==> src/rtl/peecc_pkg.sv <==
// rtl/peecc_pkg.sv - shared UART framing constants and FSM state types for the PEECC pipeline
package peecc_pkg;

   localparam logic       START_BIT      = 1'b0;
   localparam logic       STOP_BIT       = 1'b1;
   localparam int         DATA_BITS      = 8;
   localparam logic [7:0] DEFAULT_HEADER = 8'hA5;

   typedef enum logic [2:0] {
      IDLE,
      LOAD,
      SEND,
      WAIT,
      FINISH
   } top_state_t;

   typedef enum logic [1:0] {
      B_IDLE,
      B_START,
      B_DATA,
      B_STOP
   } byte_state_t;

endpackage

==> src/rtl/result_uart_tx_if.sv <==
// rtl/result_uart_tx_if.sv - controller <-> result reporter handshake and UART line
interface result_uart_tx_if #(
   parameter int NUM_BYTES = 8
) ();

   logic                   start_tx;
   logic [NUM_BYTES*8-1:0] results;
   logic                   tx_serial;
   logic                   tx_busy;
   logic                   tx_finish;

   modport master (
      output start_tx,
      output results,
      input  tx_serial,
      input  tx_busy,
      input  tx_finish
   );

   modport slave (
      input  start_tx,
      input  results,
      output tx_serial,
      output tx_busy,
      output tx_finish
   );

endinterface

==> src/rtl/uart_tx_byte.sv <==
// rtl/uart_tx_byte.sv - 8N1 byte serializer with a one-deep hold slot for gapless chaining
module uart_tx_byte
   import peecc_pkg::*;
#(
   parameter int CLKS_PER_BIT = 868
) (
   input  logic       clk,
   input  logic       reset,
   input  logic       go,
   input  logic [7:0] data,
   output logic       tx_serial,
   output logic       byte_busy,
   output logic       byte_done
);

   localparam int            CW      = (CLKS_PER_BIT > 1) ? $clog2(CLKS_PER_BIT) : 1;
   localparam logic [CW-1:0] CNT_MAX = CW'(CLKS_PER_BIT - 1);

   byte_state_t   state;
   logic [CW-1:0] cnt;
   logic [2:0]    bit_idx;
   logic [7:0]    sh;
   logic [7:0]    hold;
   logic          pend;

   // High during the final cycle of the stop bit, so the sequencer can react on the same edge the line goes idle.
   assign byte_done = (state == B_STOP) && (cnt == '0);

   always_ff @(posedge clk) begin
      if (reset) begin
         state     <= B_IDLE;
         cnt       <= '0;
         bit_idx   <= '0;
         sh        <= '0;
         hold      <= '0;
         pend      <= 1'b0;
         tx_serial <= STOP_BIT;
         byte_busy <= 1'b0;
      end else begin
         // A go while a byte is on the line is parked and picked up right after the stop bit.
         if (go && state != B_IDLE) begin
            pend <= 1'b1;
            hold <= data;
         end
         case (state)
            B_IDLE: begin
               if (go) begin
                  sh        <= data;
                  cnt       <= CNT_MAX;
                  tx_serial <= START_BIT;
                  byte_busy <= 1'b1;
                  state     <= B_START;
               end
            end
            B_START: begin
               if (cnt != '0) begin
                  cnt <= cnt - 1'b1;
               end else begin
                  cnt       <= CNT_MAX;
                  bit_idx   <= '0;
                  tx_serial <= sh[0];
                  state     <= B_DATA;
               end
            end
            B_DATA: begin
               if (cnt != '0) begin
                  cnt <= cnt - 1'b1;
               end else begin
                  cnt <= CNT_MAX;
                  if (bit_idx == 3'(DATA_BITS - 1)) begin
                     tx_serial <= STOP_BIT;
                     state     <= B_STOP;
                  end else begin
                     bit_idx   <= bit_idx + 1'b1;
                     sh        <= {1'b0, sh[7:1]};
                     tx_serial <= sh[1];
                  end
               end
            end
            B_STOP: begin
               if (cnt != '0) begin
                  cnt <= cnt - 1'b1;
               end else if (pend) begin
                  pend      <= 1'b0;
                  sh        <= hold;
                  cnt       <= CNT_MAX;
                  tx_serial <= START_BIT;
                  state     <= B_START;
               end else begin
                  tx_serial <= STOP_BIT;
                  byte_busy <= 1'b0;
                  state     <= B_IDLE;
               end
            end
            default: state <= B_IDLE;
         endcase
      end
   end

endmodule

==> src/rtl/result_uart_tx.sv <==
// rtl/result_uart_tx.sv - frames the result word as HEADER + payload bytes over 8N1 UART
module result_uart_tx
   import peecc_pkg::*;
#(
   parameter int         CLKS_PER_BIT = 868,
   parameter int         NUM_BYTES    = 8,
   parameter logic [7:0] HEADER       = DEFAULT_HEADER
) (
   input logic            clk,
   input logic            reset,
   result_uart_tx_if.slave bus
);

   localparam int            IW       = $clog2(NUM_BYTES + 1);
   localparam logic [IW-1:0] LAST_IDX = IW'(NUM_BYTES);

   top_state_t             state;
   logic                   start_q;
   logic [IW-1:0]          idx;
   logic                   last_run;
   logic [NUM_BYTES*8-1:0] payload;
   logic                   go;
   logic [7:0]             byte_data;
   logic                   finish_r;
   logic                   ser_tx;
   logic                   ser_busy;
   logic                   ser_done;

   uart_tx_byte #(
      .CLKS_PER_BIT(CLKS_PER_BIT)
   ) u_byte (
      .clk      (clk),
      .reset    (reset),
      .go       (go),
      .data     (byte_data),
      .tx_serial(ser_tx),
      .byte_busy(ser_busy),
      .byte_done(ser_done)
   );

   assign bus.tx_serial = ser_tx;
   assign bus.tx_busy   = ser_busy;
   assign bus.tx_finish = finish_r;

   // The next byte is queued into the serializer one byte ahead; last_run marks that the final byte is on the line.
   always_ff @(posedge clk) begin
      if (reset) begin
         state     <= IDLE;
         start_q   <= 1'b0;
         idx       <= '0;
         last_run  <= 1'b0;
         payload   <= '0;
         go        <= 1'b0;
         byte_data <= '0;
         finish_r  <= 1'b0;
      end else begin
         start_q  <= bus.start_tx;
         go       <= 1'b0;
         finish_r <= 1'b0;
         case (state)
            IDLE: begin
               if (bus.start_tx && !start_q) begin
                  payload  <= bus.results;
                  idx      <= '0;
                  last_run <= 1'b0;
                  state    <= LOAD;
               end
            end
            LOAD: begin
               go <= 1'b1;
               if (idx == '0) begin
                  byte_data <= HEADER;
               end else begin
                  byte_data <= payload[7:0];
                  payload   <= payload >> 8;
               end
               state <= SEND;
            end
            SEND: state <= WAIT;
            WAIT: begin
               if (idx == '0) begin
                  idx   <= idx + 1'b1;
                  state <= LOAD;
               end else if (ser_done) begin
                  if (idx != LAST_IDX) begin
                     idx   <= idx + 1'b1;
                     state <= LOAD;
                  end else if (!last_run) begin
                     last_run <= 1'b1;
                  end else begin
                     finish_r <= 1'b1;
                     state    <= FINISH;
                  end
               end
            end
            FINISH: state <= IDLE;
            default: state <= IDLE;
         endcase
      end
   end

endmodule

==> src/flat_wrapper.sv <==
// flat-port wrapper written by rule: the top's interface ports become plain ports
module result_uart_tx_flat import peecc_pkg::*;
#(
   parameter int         CLKS_PER_BIT = 868,
   parameter int         NUM_BYTES    = 8,
   parameter logic [7:0] HEADER       = DEFAULT_HEADER
)
  (clk, reset, bus_start_tx, bus_results, bus_tx_serial, bus_tx_busy, bus_tx_finish);
  result_uart_tx_if #(.NUM_BYTES(NUM_BYTES)) bus_i ();
  input logic clk;
  input logic reset;
  input wire logic [$bits(bus_i.start_tx)-1:0] bus_start_tx;
  input wire logic [$bits(bus_i.results)-1:0] bus_results;
  output wire logic [$bits(bus_i.tx_serial)-1:0] bus_tx_serial;
  output wire logic [$bits(bus_i.tx_busy)-1:0] bus_tx_busy;
  output wire logic [$bits(bus_i.tx_finish)-1:0] bus_tx_finish;
  assign bus_i.start_tx = bus_start_tx;
  assign bus_i.results = bus_results;
  assign bus_tx_serial = bus_i.tx_serial;
  assign bus_tx_busy = bus_i.tx_busy;
  assign bus_tx_finish = bus_i.tx_finish;
  result_uart_tx #(.CLKS_PER_BIT(CLKS_PER_BIT), .NUM_BYTES(NUM_BYTES), .HEADER(HEADER)) u_core (.clk(clk), .reset(reset), .bus(bus_i));
endmodule
==> config.mk <==
export PLATFORM = sky130hd
export DESIGN_NAME = result_uart_tx_flat
export DESIGN_NICKNAME = d
export VERILOG_FILES = /design/src/rtl/peecc_pkg.sv /design/src/rtl/result_uart_tx_if.sv /design/src/rtl/uart_tx_byte.sv /design/src/rtl/result_uart_tx.sv /design/src/flat_wrapper.sv
export SDC_FILE = /design/constraint.sdc
export NUM_CORES = 1
export LEC_CHECK = 0
export ABC_AREA = 1
export BUFFER_PORTS_ARGS = -buffer_cell sky130_fd_sc_hd__buf_2
export CORE_MARGIN = 1.5
export CORE_UTILIZATION = 47
export CTS_CLUSTER_SIZE = 16
export DETAILED_ROUTE_END_ITERATION = 8
export GPL_TIMING_DRIVEN = 0
export PLACE_DENSITY = 0.71
export SYNTH_ARGS = -nofsm -noshare
export SYNTH_HDL_FRONTEND = slang
export SYNTH_SLANG_ARGS = --single-unit
export TNS_END_PERCENT = 30
==> constraint.sdc <==
create_clock -name clk -period 5.6 [get_ports clk]
set_input_delay 1.12 -clock clk [delete_from_list [all_inputs] [get_ports clk]]
set_output_delay 1.12 -clock clk [all_outputs]
set_load 0.03 [all_outputs]
* Yosys cells after proc, flatten, opt, wreduce, memory -nomap -nowiden
Cells that the tools add are included.
W data, S select, Z words.
** Storage, ports and cells
- Register bits :: 117
- Input bits :: 67
- Output and inout bits :: 3
- Word-level logic and storage cells :: 132
** Operators by class
- $add $sub $neg :: 3
- Equal/unequal tests :: 25
- Mux-type cells :: 59
- Bitwise operators :: 2
- Reduce and logical (&&, ||, !) cells :: 27
** Operators by type and width (count)
- $mux W64 :: 2
- $pmux W64 S2 :: 1
- $mux W8 :: 6
- $mux W10 :: 4
- $pmux W10 S3 :: 1
- $mux W3 :: 8
- $pmux W8 S3 :: 1
- $mux W1 :: 20
- $ne A2 B2 Y1 const B :: 10
- $mux W4 :: 4
- $reduce_and A4 Y1 :: 4
- $pmux W3 S4 :: 1
- $logic_not A10 Y1 :: 1
- $mux W2 :: 5
- $reduce_and A5 Y1 :: 2
- $reduce_bool A10 Y1 :: 1
- $reduce_bool A2 Y1 :: 5
- $sub A10 B1 Y10 const B :: 1
- $pmux W2 S4 :: 1
- $pmux W4 S2 :: 1
- $eq A3 B2 Y1 const B :: 2
- $ne A2 B1 Y1 const B :: 3
- $ne A3 B1 Y1 const B :: 2
- $pmux W3 S2 :: 1
- 23 further kinds :: 29

* Logic depth before layout (Yosys ltp)
- Depth in word-level cells :: 6
- Depth in mapped cells :: 11
- Gate-level depth less buffers :: 11

* By module
Synthesis repeated with hierarchy kept, for this count alone.
** Second synthesis, totals
- Cells, all modules :: 845
- Area total of the unflattened synthesis :: 5662.9 um2
** By module, submodules not included
- result_uart_tx :: times used 1, cells each 584, area each 3783.6 um2, sequential area each 1661.6 um2
- uart_tx_byte :: times used 1, cells each 261, area each 1879.3 um2, sequential area each 680.7 um2

* Worst setup path after synthesis
OpenSTA, ideal clock, no wires.
- Path type :: input to register
- Start :: input bus_start_tx
- End :: register u_core.payload[0]
- Setup time :: 88 ps
- Data arrival time :: 2067 ps
- Data required time :: 5512 ps
- Setup slack :: 3445 ps
- Stages on the path :: 8
- Path buffers :: 2
- Cell sequence :: inv_1 nor2_2 nand2_2 nand2_4 buf_6 buf_6 nor2_1 a311oi_2
** Between the ends
- Cells in the longest elaborated chain, start to end :: 3
** RTL lines
- start: declaration :: RTL line flat_wrapper.sv:12 : input wire logic [$bits(bus_i.start_tx)-1:0] bus_start_tx;
- $logic_and A1 B1 Y1 :: RTL line result_uart_tx.sv:62 : if (bus.start_tx && !start_q) begin
- $ne A2 B1 Y1 (no source line)
- $reduce_and A3 Y1 (no source line)
- end signal: assignment :: RTL line result_uart_tx.sv:63 : payload <= bus.results;
- end signal: assignment :: RTL line result_uart_tx.sv:75 : payload <= payload >> 8;
- end: declaration :: RTL line result_uart_tx.sv:21 : logic [NUM_BYTES*8-1:0] payload;
No other way between the ends.
A chain may end at the register's enable or synchronous reset.

* Worst setup path in the final report
- Start :: input bus_start_tx
- End :: register u_core.payload[22]
The elaborated chain is that of the path after synthesis.

==> impl_metrics.ini <==
[routing]
drt_iter0_drc = 379
ant_nets = 0
drc = 0
drt-total-wl_um = 14050
detail_route.vias_per_cell = 5.538
drt_pass1_iterations = 5
wire_per_inst_um = 14.56
via_count = 5344

[grt]
grt_max_degree = 17
overflow = 0
grt_antenna_before_repair = 0
grt_use_total = 0.2468
first_global_vias = 5116
grt_pass1_wl_um = 23230

[floorplanning]
design.die.area_um2 = 12160
design.core.area_um2 = 11030
io-pin-count = 70
fp.dieH_um = 110.3
rows = 38
start_util = 0.4902
die_x_um = 110.3

[critical_path]
reg2reg_depth = 9
startpoint = bus_start_tx
cp-endpoint = u_core.payload[22]$_SDFFE_PP0P_
cp_slowest_cell = nor2_2
crit_top_cell = buf_2
timing.rr.end = u_core.u_byte.sh[0]$_SDFFE_PP0P_
reg2reg_slack_ns = 3.52
critPathLaunchType = input port
arrival_ns = 2.48
cp_max_fo = 10
worstPathCellList = buf_2 -> inv_1 -> nor2_2 -> nand2_2 -> nand2_4 -> buf_6 -> buf_2 -> a31oi_1
crit_cells = 8
cp.required_ns = 5.88
path_buf_inv = 4
reg2reg_from = u_core.u_byte.state[0]$_SDFFE_PP0P_
crit_path_end_kind = flop
crit_type = in2reg
crit_family = simple AND/OR/NAND/NOR gates
cp_slowest_stage_delay_ns = 0.40

[logic_synthesis]
synth_warnings = 0
ys_types = 37
syn-num-nets = 804
synth_seq_area_share = 0.4331
yosys.area.top_type_share = 0.4331
synthCells = 726
synth.largest_area_cell = dfxtp_1
netlist_area_um2 = 5408
yosysMostFrequentCell = nand2_1
ys.flop_type = dfxtp_1
ys_seq_elements = 117
synth_common_cells = nand2_1 (128), dfxtp_1 (117), nand3_1 (95), o21ai_0 (70), a31oi_1 (57)
synth.area.top_cells = dfxtp_1 (43%), nand2_1 (8.9%), nand3_1 (8.8%), a31oi_1 (6.6%), o21ai_0 (6.5%)
async_flop_share = 0
synth_edf_count = 0
syn_area_per_cell_um2 = 7.449

[timing]
fmax_mhz = 453.5
fin_setup_tns_ns = 0
finalHoldViolCount = 0
slew_headroom = 0.5087
worstMarginPinSlew_ns = 0.7369
layout_min_cycle_time_ns = 2.205
clock_skew_ns = 0.008163
maxSlewViolCount = 0
min_period_over_period = 0.3938
setup_viol = 0
rsz0062_at_grt = false

[outcome]
status = completed

[clocking]
insertion_delay_ns = 0.41
cts_hold_buf = 0
cts_tree = built
htreeDepth = 4
post-cts-setup-buffers = 0
cts.sinks = 117
ctsResizeCount = 0
numCtsBuffers = 17
clk_pin_slew_worst_paths_ns = 0.05
cts_root_buf = clkbuf_16
clock_path_buffers = 2

[placed_design]
hpwl_um = 10260
io_buffers = 69
routabilityCongestion = 0.8516

[run]
cap_violations = 0

[layout]
seq_area_um2 = 2342
multi_input_area_um2 = 2626
fin_util = 0.5860
nNetsFinal = 892
antenna_cells = 0
areaGrowthSynthToFinish_pct = 19.53
final.fill_count = 1031
drive_above_1_share = 0.1721

[power]
cellPowerDensity_nw_per_um2 = 467.2
ir_drop_v = 0.0002940
p_leak_nw = 2.728

[hold_path]
hold_class = reg2reg
## stage by stage
| step | hold slack (ns) | instance area, µm² | instances | power [W] | setup slack [ns] |
|---|---|---|---|---|---|
| 2_1_floorplan | 0.4216 | 5408 | 726 | 0.001786 | 3.445 |
| 3_3_place_gp | 0.4391 | 5928 | 935 | 0.001989 | 3.026 |
| 3_5_place_dp | 0.4484 | 5928 | 935 | 0.002022 | 2.977 |
| 4_1_cts | 0.4549 | 6464 | 965 | 0.003015 | 3.414 |
| 5_1_grt | 0.4653 | 6464 | 965 | 0.003201 | 3.222 |
| 6_report | 0.4511 | 6464 | 965 | 0.003020 | 3.395 |
## layer usage
metal  share of wire  wire length [µm]  global-route usage  vias to the layer above
met3           0.050               705             0.05232                       25
met2            0.47              6615              0.4123                      163
met5               0                 0                   0                        -
met1            0.46              6462              0.3130                     2472
li1                -                 -                   -                     2684
met4           0.019               266             0.09158                        0
## final cells by class
class,count,area share
Clock inverter,5,0.007743
Multi-Input combinational cell,507,0.4063
Clock buffer,25,0.07511
Tap cell,140,0.02710
Inverter,56,0.03252
Sequential cell,117,0.3624
Buffer,46,0.03542
Timing Repair Buffer,69,0.05343
## cell usage in the layout (no fill, tap or decap), drive strengths merged
| cell | instances |
|---|---|
| xnor2 | 1 |
| nand4 | 7 |
| a31oi | 57 |
| nor2 | 50 |
| dfxtp | 117 |
| xor2 | 2 |
| o2111ai | 1 |
| clkbuf | 54 |
| o221ai | 1 |
| o21ai | 84 |
| o211ai | 2 |
| a211oi | 4 |
| inv | 56 |
| o22ai | 1 |
| a22o | 1 |
| nor3 | 3 |
| nand3 | 98 |
| clkinv | 4 |
| buf | 86 |
| nand2 | 135 |
| a311oi | 1 |
| o211a | 1 |
| ha | 11 |
| nor4 | 1 |
| bufinv | 1 |
| a21oi | 46 |
## power breakdown
group,switching (W),internal [W]
sequential,0.000105,0.000993
clock,0.000356,0.000636
combinational,0.000616,0.000314
total,0.00108,0.00194
## worst register-to-register path, cell delays in order (launching register included)
cell and delay, ns:
dfxtp_1 0.41, inv_1 0.14, ha_1 0.23, buf_6 0.14, nand2_1 0.06, inv_1 0.08
nor4_4 0.44, nand2_2 0.20, o21ai_0 0.21, nor2_1 0.06
## logic make-up after synthesis
group | Yosys count | synth area share
simple gates | 294 | 0.2466
compound gates | 199 | 0.2087
flops | 117 | 0.4331
buf+inv | 102 | 0.08121
fa+ha+maj | 11 | 0.02545
xor+xnor | 3 | 0.004860
## worst min-delay path by stage
| stage | startpoint | end | slack, ns | cells past startpoint |
|---|---|---|---|---|
| floorplan | u_core.u_byte.sh[2]$_SDFFE_PP0P_ | u_core.u_byte.sh[2]$_SDFFE_PP0P_ | 0.42 | 2 |
| global placement | u_core.u_byte.sh[2]$_SDFFE_PP0P_ | u_core.u_byte.sh[2]$_SDFFE_PP0P_ | 0.44 | 2 |
| detailed placement | u_core.u_byte.sh[5]$_SDFFE_PP0P_ | u_core.u_byte.sh[5]$_SDFFE_PP0P_ | 0.45 | 2 |
| CTS | u_core.u_byte.sh[5]$_SDFFE_PP0P_ | u_core.u_byte.sh[5]$_SDFFE_PP0P_ | 0.45 | 2 |
| global route | u_core.u_byte.sh[5]$_SDFFE_PP0P_ | u_core.u_byte.sh[5]$_SDFFE_PP0P_ | 0.47 | 2 |
| finish | u_core.u_byte.sh[5]$_SDFFE_PP0P_ | u_core.u_byte.sh[5]$_SDFFE_PP0P_ | 0.45 | 2 |
## registers in the layout, indices dropped and copies added (netlist names), 2 cells and up
| register | cells |
|---|---|
| u_core.u_byte.sh | 8 |
| u_core.payload | 64 |
| u_core.state | 3 |
| u_core.u_byte.hold | 8 |
| u_core.byte_data | 8 |
| u_core.u_byte.cnt | 10 |
| u_core.idx | 4 |
| u_core.u_byte.state | 2 |
| u_core.u_byte.bit_idx | 3 |
Note: power is estimated with default switching activity, not from simulation.
